$ cat config.mk
export PLATFORM = sky130hd
export DESIGN_NAME = gray_sdram_writer_flat
export DESIGN_NICKNAME = d
export VERILOG_FILES = /design/src/rtl/gray_sdram_writer_if.sv /design/src/rtl/gray_sdram_writer.sv /design/src/flat_wrapper.sv
export SDC_FILE = /design/constraint.sdc
export NUM_CORES = 1
export LEC_CHECK = 0
export CORE_AREA = 2 2 121 134
export DETAILED_ROUTE_END_ITERATION = 8
export DIE_AREA = 0 0 123 136
export PLACE_DENSITY = 0.62
export SLEW_MARGIN = 15
export SYNTH_ARGS = -nofsm -noshare
export SYNTH_HDL_FRONTEND = slang
export SYNTH_SLANG_ARGS = --single-unit
export TNS_END_PERCENT = 100
$ cat constraint.sdc
create_clock -name i_clk -period 3.63 [get_ports i_clk]
set_input_delay 0.726 -clock i_clk [delete_from_list [all_inputs] [get_ports i_clk]]
set_output_delay 0.726 -clock i_clk [all_outputs]
set_load 0.005 [all_outputs]
$ cat src/rtl/gray_sdram_writer_if.sv
// Bus bundle for the grayscale-to-SDRAM writer: the pixel stream coming
// in from the grayscale stage and the SDRAM write port going out.
interface gray_sdram_writer_if;
  logic [9:0]  i_color;
  logic        i_bw;
  logic        i_valid;
  logic        i_wr_full;
  logic        o_write_request;
  logic [15:0] o_wr_data1;
  logic [15:0] o_wr_data2;

  // Writer side: consumes pixels and SDRAM full, drives the write strobe/data.
  modport slave (
    input  i_color, i_bw, i_valid, i_wr_full,
    output o_write_request, o_wr_data1, o_wr_data2
  );

  // Environment side: produces pixels and SDRAM full, observes writes.
  modport master (
    output i_color, i_bw, i_valid, i_wr_full,
    input  o_write_request, o_wr_data1, o_wr_data2
  );
endinterface

$ cat src/rtl/gray_sdram_writer.sv
// Grayscale frame writer: buffers the incoming grayscale pixel stream in a
// small FIFO and writes each pixel to the SDRAM write port as R=G=B.
// Counts one frame of NUM_PIXEL input pixels, drains the FIFO, then pulses
// o_done. Pixels arriving while the FIFO is full (and nothing pops) are
// dropped and flagged on the sticky o_overflow.
// Build option: define GRAY_BW_OUTPUT_EN to write the binary frame
// (i_bw ? 0 : 1023) instead of the luma value.
module gray_sdram_writer #(
  parameter int NUM_PIXEL  = 307200,
  parameter int FIFO_DEPTH = 8
) (
  input  logic                 i_clk,
  input  logic                 i_rst,
  input  logic                 i_start,
  gray_sdram_writer_if.slave   bus_if,
  output logic                 o_busy,
  output logic                 o_done,
  output logic                 o_overflow
);

  localparam int              DATA_W  = 10;
  localparam int              AW      = $clog2(FIFO_DEPTH);
  localparam logic [19:0]     LP_LAST = 20'(NUM_PIXEL - 1);
  localparam logic [AW:0]     LP_FULL = (AW+1)'(FIFO_DEPTH);

  typedef enum logic [1:0] {S_IDLE, S_WRITE, S_DRAIN, S_DONE} state_t;

  state_t                r_state;
  state_t                w_state_next;
  logic [19:0]           r_in_cnt;
  logic                  r_overflow;
  logic [AW-1:0]         r_wr_ptr;
  logic [AW-1:0]         r_rd_ptr;
  logic [AW:0]           r_count;
  logic [DATA_W-1:0]     r_mem [FIFO_DEPTH];
  logic                  r_wr_req_p1;
  logic [15:0]           r_wr_data1_p1;
  logic [15:0]           r_wr_data2_p1;

  logic                  w_start;
  logic                  w_take;
  logic                  w_full;
  logic                  w_empty;
  logic                  w_pop;
  logic                  w_push;
  logic                  w_drop;
  logic [DATA_W-1:0]     w_pix_value;
  logic [DATA_W-1:0]     w_head;

  // SDRAM word 1 carries the upper green bits alongside blue.
  function automatic logic [15:0] f_pack_hi(input logic [DATA_W-1:0] v);
    return {1'b0, v[9:5], v};
  endfunction

  // SDRAM word 2 carries the lower green bits alongside red.
  function automatic logic [15:0] f_pack_lo(input logic [DATA_W-1:0] v);
    return {1'b0, v[4:0], v};
  endfunction

  assign w_start = (r_state == S_IDLE) && i_start;
  assign w_take  = (r_state == S_WRITE) && bus_if.i_valid;
  assign w_full  = (r_count == LP_FULL);
  assign w_empty = (r_count == '0);
  assign w_pop   = !w_empty && !bus_if.i_wr_full;
  assign w_push  = w_take && (!w_full || w_pop);
  assign w_drop  = w_take && w_full && !w_pop;
  assign w_head  = r_mem[r_rd_ptr];

  // Select the value written to all three colour channels.
  always_comb begin
`ifdef GRAY_BW_OUTPUT_EN
    w_pix_value = bus_if.i_bw ? '0 : '1;
`else
    w_pix_value = bus_if.i_color;
`endif
  end

  // Next-state logic for the frame sequencer.
  always_comb begin
    w_state_next = r_state;
    case (r_state)
      S_IDLE:  if (i_start) w_state_next = S_WRITE;
      S_WRITE: if (w_take && (r_in_cnt == LP_LAST)) w_state_next = S_DRAIN;
      S_DRAIN: if (w_empty) w_state_next = S_DONE;
      S_DONE:  w_state_next = S_IDLE;
      default: w_state_next = S_IDLE;
    endcase
  end

  // State register.
  always_ff @(posedge i_clk) begin
    if (i_rst) r_state <= S_IDLE;
    else       r_state <= w_state_next;
  end

  // Pixel counter, overflow flag and FIFO pointers/occupancy.
  always_ff @(posedge i_clk) begin
    if (i_rst) begin
      r_in_cnt   <= '0;
      r_overflow <= 1'b0;
      r_wr_ptr   <= '0;
      r_rd_ptr   <= '0;
      r_count    <= '0;
    end else begin
      if (w_start) begin
        r_in_cnt   <= '0;
        r_overflow <= 1'b0;
      end else if (w_take) begin
        r_in_cnt <= r_in_cnt + 20'd1;
      end
      if (w_drop) r_overflow <= 1'b1;
      if (w_push) r_wr_ptr <= r_wr_ptr + 1'b1;
      if (w_pop)  r_rd_ptr <= r_rd_ptr + 1'b1;
      case ({w_push, w_pop})
        2'b10:   r_count <= r_count + 1'b1;
        2'b01:   r_count <= r_count - 1'b1;
        default: r_count <= r_count;
      endcase
    end
  end

  // --- stage p0: FIFO storage (full+pop reads the old entry before overwrite)
  always_ff @(posedge i_clk) begin
    if (w_push) r_mem[r_wr_ptr] <= w_pix_value;
  end

  // --- stage p1: registered write strobe and packed SDRAM words
  always_ff @(posedge i_clk) begin
    if (i_rst) begin
      r_wr_req_p1   <= 1'b0;
      r_wr_data1_p1 <= '0;
      r_wr_data2_p1 <= '0;
    end else begin
      r_wr_req_p1 <= w_pop;
      if (w_pop) begin
        r_wr_data1_p1 <= f_pack_hi(w_head);
        r_wr_data2_p1 <= f_pack_lo(w_head);
      end
    end
  end

  assign bus_if.o_write_request = r_wr_req_p1;
  assign bus_if.o_wr_data1      = r_wr_data1_p1;
  assign bus_if.o_wr_data2      = r_wr_data2_p1;
  assign o_busy                 = (r_state == S_WRITE) || (r_state == S_DRAIN);
  assign o_done                 = (r_state == S_DONE);
  assign o_overflow             = r_overflow;

endmodule
$ cat src/flat_wrapper.sv
// flat-port wrapper written by rule: the top's interface ports become plain ports
module gray_sdram_writer_flat 
#(
  parameter int NUM_PIXEL  = 307200,
  parameter int FIFO_DEPTH = 8
)
  (i_clk, i_rst, i_start, o_busy, o_done, o_overflow, bus_if_i_color, bus_if_i_bw, bus_if_i_valid, bus_if_i_wr_full, bus_if_o_write_request, bus_if_o_wr_data1, bus_if_o_wr_data2);
  gray_sdram_writer_if bus_if_i ();
  input  logic i_clk;
  input  logic i_rst;
  input  logic i_start;
  output logic o_busy;
  output logic o_done;
  output logic o_overflow;
  input wire logic [$bits(bus_if_i.i_color)-1:0] bus_if_i_color;
  input wire logic [$bits(bus_if_i.i_bw)-1:0] bus_if_i_bw;
  input wire logic [$bits(bus_if_i.i_valid)-1:0] bus_if_i_valid;
  input wire logic [$bits(bus_if_i.i_wr_full)-1:0] bus_if_i_wr_full;
  output wire logic [$bits(bus_if_i.o_write_request)-1:0] bus_if_o_write_request;
  output wire logic [$bits(bus_if_i.o_wr_data1)-1:0] bus_if_o_wr_data1;
  output wire logic [$bits(bus_if_i.o_wr_data2)-1:0] bus_if_o_wr_data2;
  assign bus_if_i.i_color = bus_if_i_color;
  assign bus_if_i.i_bw = bus_if_i_bw;
  assign bus_if_i.i_valid = bus_if_i_valid;
  assign bus_if_i.i_wr_full = bus_if_i_wr_full;
  assign bus_if_o_write_request = bus_if_i.o_write_request;
  assign bus_if_o_wr_data1 = bus_if_i.o_wr_data1;
  assign bus_if_o_wr_data2 = bus_if_i.o_wr_data2;
  gray_sdram_writer #(.NUM_PIXEL(NUM_PIXEL), .FIFO_DEPTH(FIFO_DEPTH)) u_core (.i_clk(i_clk), .i_rst(i_rst), .i_start(i_start), .bus_if(bus_if_i), .o_busy(o_busy), .o_done(o_done), .o_overflow(o_overflow));
endmodule
### After elaboration in Yosys (flattened, before gate mapping)

Memory sizes are Yosys's and may differ from the RTL's. A register that Yosys moved wholly into a read port is not among the register bits.
Cells that the tools add are included.

* eq/ne operators: 10
* $lt $le $gt $ge: 0
* div/mod/pow operators: 0
* shift-type cells: 0
* add/sub/neg operators: 5
* bitwise gates (word level): 0
* mux-type cells: 11
* multiply operators: 0
* reductions and logical operators: 19

Operators by type and width (number)
* adder 20 x 1 -> 20 bit (second input constant): 1
* == test 20 x 19 -> 1 bit (second input constant): 1
* case mux 2 bit (4 select lines): 1
* case mux 4 bit (2 select lines): 1
* logical AND 1 bit: 7
* adder 3 x 1 -> 3 bit (second input constant): 2
* == test 2 bit (second input constant): 3
* 2-to-1 mux 2 bit: 3
* 2-to-1 mux 3 bit: 2
* adder 4 x 1 -> 4 bit (second input constant): 1
* == test 2 x 1 -> 1 bit (second input constant): 2
* == test 4 bit (second input constant): 1
* zero test 1 bit: 4
* zero test 4 bit: 1
* 2-to-1 mux 1 bit: 4
* != test 2 bit (second input constant): 2
* nonzero test 2 bit: 2
* subtractor 4 x 1 -> 4 bit (second input constant): 1
* AND reduction 3 bit: 1
* zero test 2 bit: 1
* logical OR 1 bit: 2
* != test 2 x 1 -> 1 bit (second input constant): 1
* OR reduction 2 bit: 1

* output and inout port bits: 36
* ROM bits: 0
* memories: 1
* bits in writable memories: 80
* latch bits: 0
* logic and storage cells: 55
* flip-flop bits (word level): 64

Memories
* u_core.r_mem: words 8, width 10, read ports 1, clocked after memory_dff 1, wr ports 1, line gray_sdram_writer.sv:35 `logic [DATA_W-1:0] r_mem [FIFO_DEPTH];`

### Logic depth before layout (Yosys ltp)

* depth after elaboration: 7
* mapped depth: 10

### Worst setup path after synthesis

OpenSTA, ideal clock, no wires.

* path kind: input-to-reg
* start point: input port bus_if_i_valid
* end point: memory u_core.r_mem[0][0] (enable)
* setup time: 404 ps
* stages on the path: 4
* buffers on the path: 1
* slack: 916 ps
* arrival time: 2311 ps
* data required time: 3226 ps
* cells stage by stage: and2_1 -> clkbuf_1 -> o21ai_1 -> nor4_1

* cells in the longest elaborated chain, start to end: 4

RTL lines
* from (decl): line flat_wrapper.sv:17 `input wire logic [$bits(bus_if_i.i_valid)-1:0] bus_if_i_valid;`
* logical AND 1 bit: line gray_sdram_writer.sv:61 `assign w_take = (r_state == S_WRITE) && bus_if.i_valid;`
* logical AND 1 bit: line gray_sdram_writer.sv:65 `assign w_push = w_take && (!w_full || w_pop);`
* 2-to-1 mux 1 bit: line gray_sdram_writer.sv:124 `if (w_push) r_mem[r_wr_ptr] <= w_pix_value;`
* 2-to-1 mux 1 bit (implied by the code): line gray_sdram_writer.sv:124
* to (decl): line gray_sdram_writer.sv:35

Every way passes these cells.

### Worst setup path in the final report

* start point: input port bus_if_i_wr_full
* end point: register u_core.r_count[2]

* cells in the longest elaborated chain, start to end: 6

RTL lines
* from (decl): line flat_wrapper.sv:18 `input wire logic [$bits(bus_if_i.i_wr_full)-1:0] bus_if_i_wr_full;`
* zero test 1 bit *: line gray_sdram_writer.sv:64 `assign w_pop = !w_empty && !bus_if.i_wr_full;`
* logical AND 1 bit *: line gray_sdram_writer.sv:64
* logical OR 1 bit: line gray_sdram_writer.sv:65
* logical AND 1 bit: line gray_sdram_writer.sv:65
* == test 2 x 1 -> 1 bit or == test 2 bit (tied branches): line gray_sdram_writer.sv:114 `case ({w_push, w_pop})`
* case mux 4 bit (2 select lines) or nonzero test 2 bit (tied branches)
* to (signal assigned): line gray_sdram_writer.sv:115 `2'b10: r_count <= r_count + 1'b1;`
* to (signal assigned): line gray_sdram_writer.sv:116 `2'b01: r_count <= r_count - 1'b1;`
* to (signal assigned): line gray_sdram_writer.sv:117 `default: r_count <= r_count;`
* to (decl): line gray_sdram_writer.sv:34 `logic [AW:0] r_count;`

Every way passes the cells marked *; elsewhere a longest branch is shown, timed or not.
A chain may end at the register's enable or synchronous reset.

==> impl_metrics.tcl <==
set metrics [dict create \
    p_leak_nw 2.09 \
    peakVddDrop_uv 351 \
    place_inst 603 \
    route.detailed.drc 0 \
    power_density_mw_per_mm2 675 \
    hpwl_um 6590 \
    min_to "u_core.o_overflow" \
    grt_max_degree 28 \
    path_max_fanout 25 \
    maxCapViolCount 0 \
    hp-start "u_core.o_overflow" \
    first_pass_iters 4 \
    num_vias 3099 \
    dr_wl_met2_um 5360 \
    die_area_mm2 0.0167 \
    rows 48 \
    path_class "primary input to register" \
    grt_overflow 0 \
    cts_root_buf "clkbuf_16" \
    worst_ep_arrival_time_ps 2850 \
    yosys_warnings 0 \
    status "completed" \
    grtUsageTotal_pct 12.8 \
    via_per_inst 4.88 \
    hold_path_class "register to register" \
    cts_buffer_depth 2 \
    nets 447 \
    finalHoldViolCount 0 \
    yosysMostFrequentCell "edfxtp_1" \
    ys_ff_latch 127 \
    finalNonFillerCells 635 \
    cts_buffers 17 \
    timing.final.crit_share_pct 70.5 \
    htreeDepth 4 \
    r2r-end "u_core.r_count[2]" \
    crit_chain "clkdlybuf4s50_1 -> inv_1 -> and2_2 -> nand2_1 -> xnor2_1 -> ha_1 -> nor2_1 -> a32oi_1 -> mux2_2" \
    synthDistinctLibCells 43 \
    diodes 0 \
    yosysTopAreaCellShare_pct 45.5 \
    skew_ps 15.6 \
    synth-edff-count 80 \
    clkSinkCount 127 \
    end_kind "register" \
    ff2ff_path_depth 8 \
    synth-main-ff-cell "edfxtp_1" \
    post_cts.repair.setup_buffers 0 \
    setup_violations 0 \
    wl_per_cell_um 15.6 \
    clk_latency_ps 410 \
    netlist_instances 381 \
    pin_count 52 \
    grt_pass1_wl_um 16100 \
    cts_tree "done" \
    grt_pass1_vias 3163 \
    fmax_mhz 391 \
    r2r-start "u_core.r_count[1]" \
    tns_ps 0 \
    portBuffers 48 \
    worst_path_largest_cell_delay_ps 470 \
    maxSlewViolCount 0 \
    finalWirelength_um 9930 \
    clkTransAtPathRegs_ps 60 \
    wl_met3_um 293 \
    crit_required_ps 3920 \
    drive_above_1_share_pct 15.6 \
    start_kind "primary input" \
    gp_congestion 0.773 \
    design.core.area_mm2 0.0155 \
    min_period_ps 2560 \
    antenna_found_initial 0 \
    relSlewSlack_pct 31.6 \
    async_reset_ff_share_pct 0 \
    met1Wirelength_um 4210 \
    syn2layout_area_growth_pct 21.7 \
    regToRegSetupSlack_ps 1140 \
    min_path_cells 2 \
    yosysTopAreaCell "edfxtp_1" \
    syn_area_per_cell_um2 13.8 \
    highest_layer "met4" \
    drt_iter0_markers 160 \
    ant_nets 0 \
    die_x_um 123 \
    rsz0062_at_grt "false" \
    synth-seq-area-share_pct 63.4 \
    start_util_pct 34.1 \
    slowest_stage "and2_2" \
    synthTopCellsByArea "edfxtp_1 46%, dfxtp_1 18%, mux4_2 8.5%" \
    cts_resized 0 \
    die_h_um 136 \
    worst_slew_pin_slew_ps 1020 \
    synthTopCellsByCount "80 x edfxtp_1, 47 x dfxtp_1, 34 x nor2_1" \
    netlist_area_mm2 0.00528 \
    cts_hold_buf 0 \
]
-- cell families (layout without fill, tap and decap cells) --
kind of cell	count (synthesis)	count (layout)	synth area share (%)
buf+inv	45	98	4.81
fa+ha+maj	9	9	2.13
other cells	1	2	0.0711
simple gates	103	103	9.86
flops	127	127	63.4
compound gates	44	44	5.45
mux	37	37	11.8
xor+xnor	15	15	2.49
-- report_power, final --
group / switching (W) / leakage [nW] / internal, W
clock: 0.000668 / 0.267 / 0.000896
combinational: 0.000408 / 0.722 / 0.000583
sequential: 0.000136 / 1.10 / 0.00165
-- sequential cells by signal, indices dropped and copies added (netlist names), named ones only --
register	flops
u_core.bus_if.o_write_request	1
u_core.o_overflow	1
u_core.bus_if.o_wr_data1	10
u_core.r_state	2
u_core.r_wr_ptr	3
u_core.r_in_cnt	20
u_core.r_rd_ptr	3
u_core.r_count	4
u_core.r_mem	80
-- through the flow --
stage / utilization, % / total power (W) / area [um2] / setup WS, ps / hold slack (ps)
floorplan: - / 0.00247 / 5280 / 916 / 443
global placement: 37.9 / 0.00279 / 5870 / 680 / 456
detailed placement: 37.9 / 0.00282 / 5870 / 651 / 469
CTS: 41.4 / 0.00439 / 6420 / 1080 / 488
global route: 41.4 / 0.00456 / 6420 / 972 / 503
finish: 41.4 / 0.00434 / 6420 / 1070 / 484
-- cell usage in the layout, fill, tap and decap left out, drive strengths merged, types with 4 or more instances in the layout --
cell type	n
ha	9
or4	7
nand4	7
nand3	5
o31ai	8
inv	15
nand2	24
dfxtp	47
a21oi	15
clkdlybuf4s50	48
xor2	12
clkinv	4
a211oi	11
mux2i	15
nand2b	4
buf	11
o21ai	4
edfxtp	80
clkbuf	18
nor3	4
mux4	20
nor2	34
-- layout make-up --
type | instances | area [um2]
timing repair buffer | 59 | 563
inverter | 7 | 26.3
multi-input combinational | 210 | 1690
clock buffer | 18 | 429
fill | 1442 | 9070
clock inverter | 14 | 121
sequential | 127 | 3340
tap | 200 | 250
-- metal layers --
metal	up-vias	GRT usage (%)
met5	-	0
met4	0	3.79
met3	12	3.86
met2	43	22.8
met1	1539	14.7
li1	1505	-
-- worst max-delay path by stage --
stage	from	end	slack, ps	depth (start not counted)
2_1_floorplan	bus_if_i_valid	u_core.r_mem[0][0]	920	4
3_3_place_gp	bus_if_i_wr_full	u_core.r_count[2]	680	9
3_5_place_dp	bus_if_i_wr_full	u_core.r_count[2]	650	9
4_1_cts	bus_if_i_wr_full	u_core.r_count[2]	1080	9
5_1_grt	bus_if_i_wr_full	u_core.r_count[2]	970	9
6_report	bus_if_i_wr_full	u_core.r_count[2]	1070	9
-- worst max-delay path, delay by kind of cell --
| kind | cells | cell delay (ps) |
|---|---|---|
| buffers and inverters | 2 | 580 |
| xor gates and xnor gates | 1 | 160 |
| AOI/OAI and AO/OA | 1 | 200 |
| and+or+nand+nor | 3 | 630 |
| muxes | 1 | 350 |
| adders and majority gates | 1 | 190 |
Note: power is estimated with default switching activity, not from simulation.
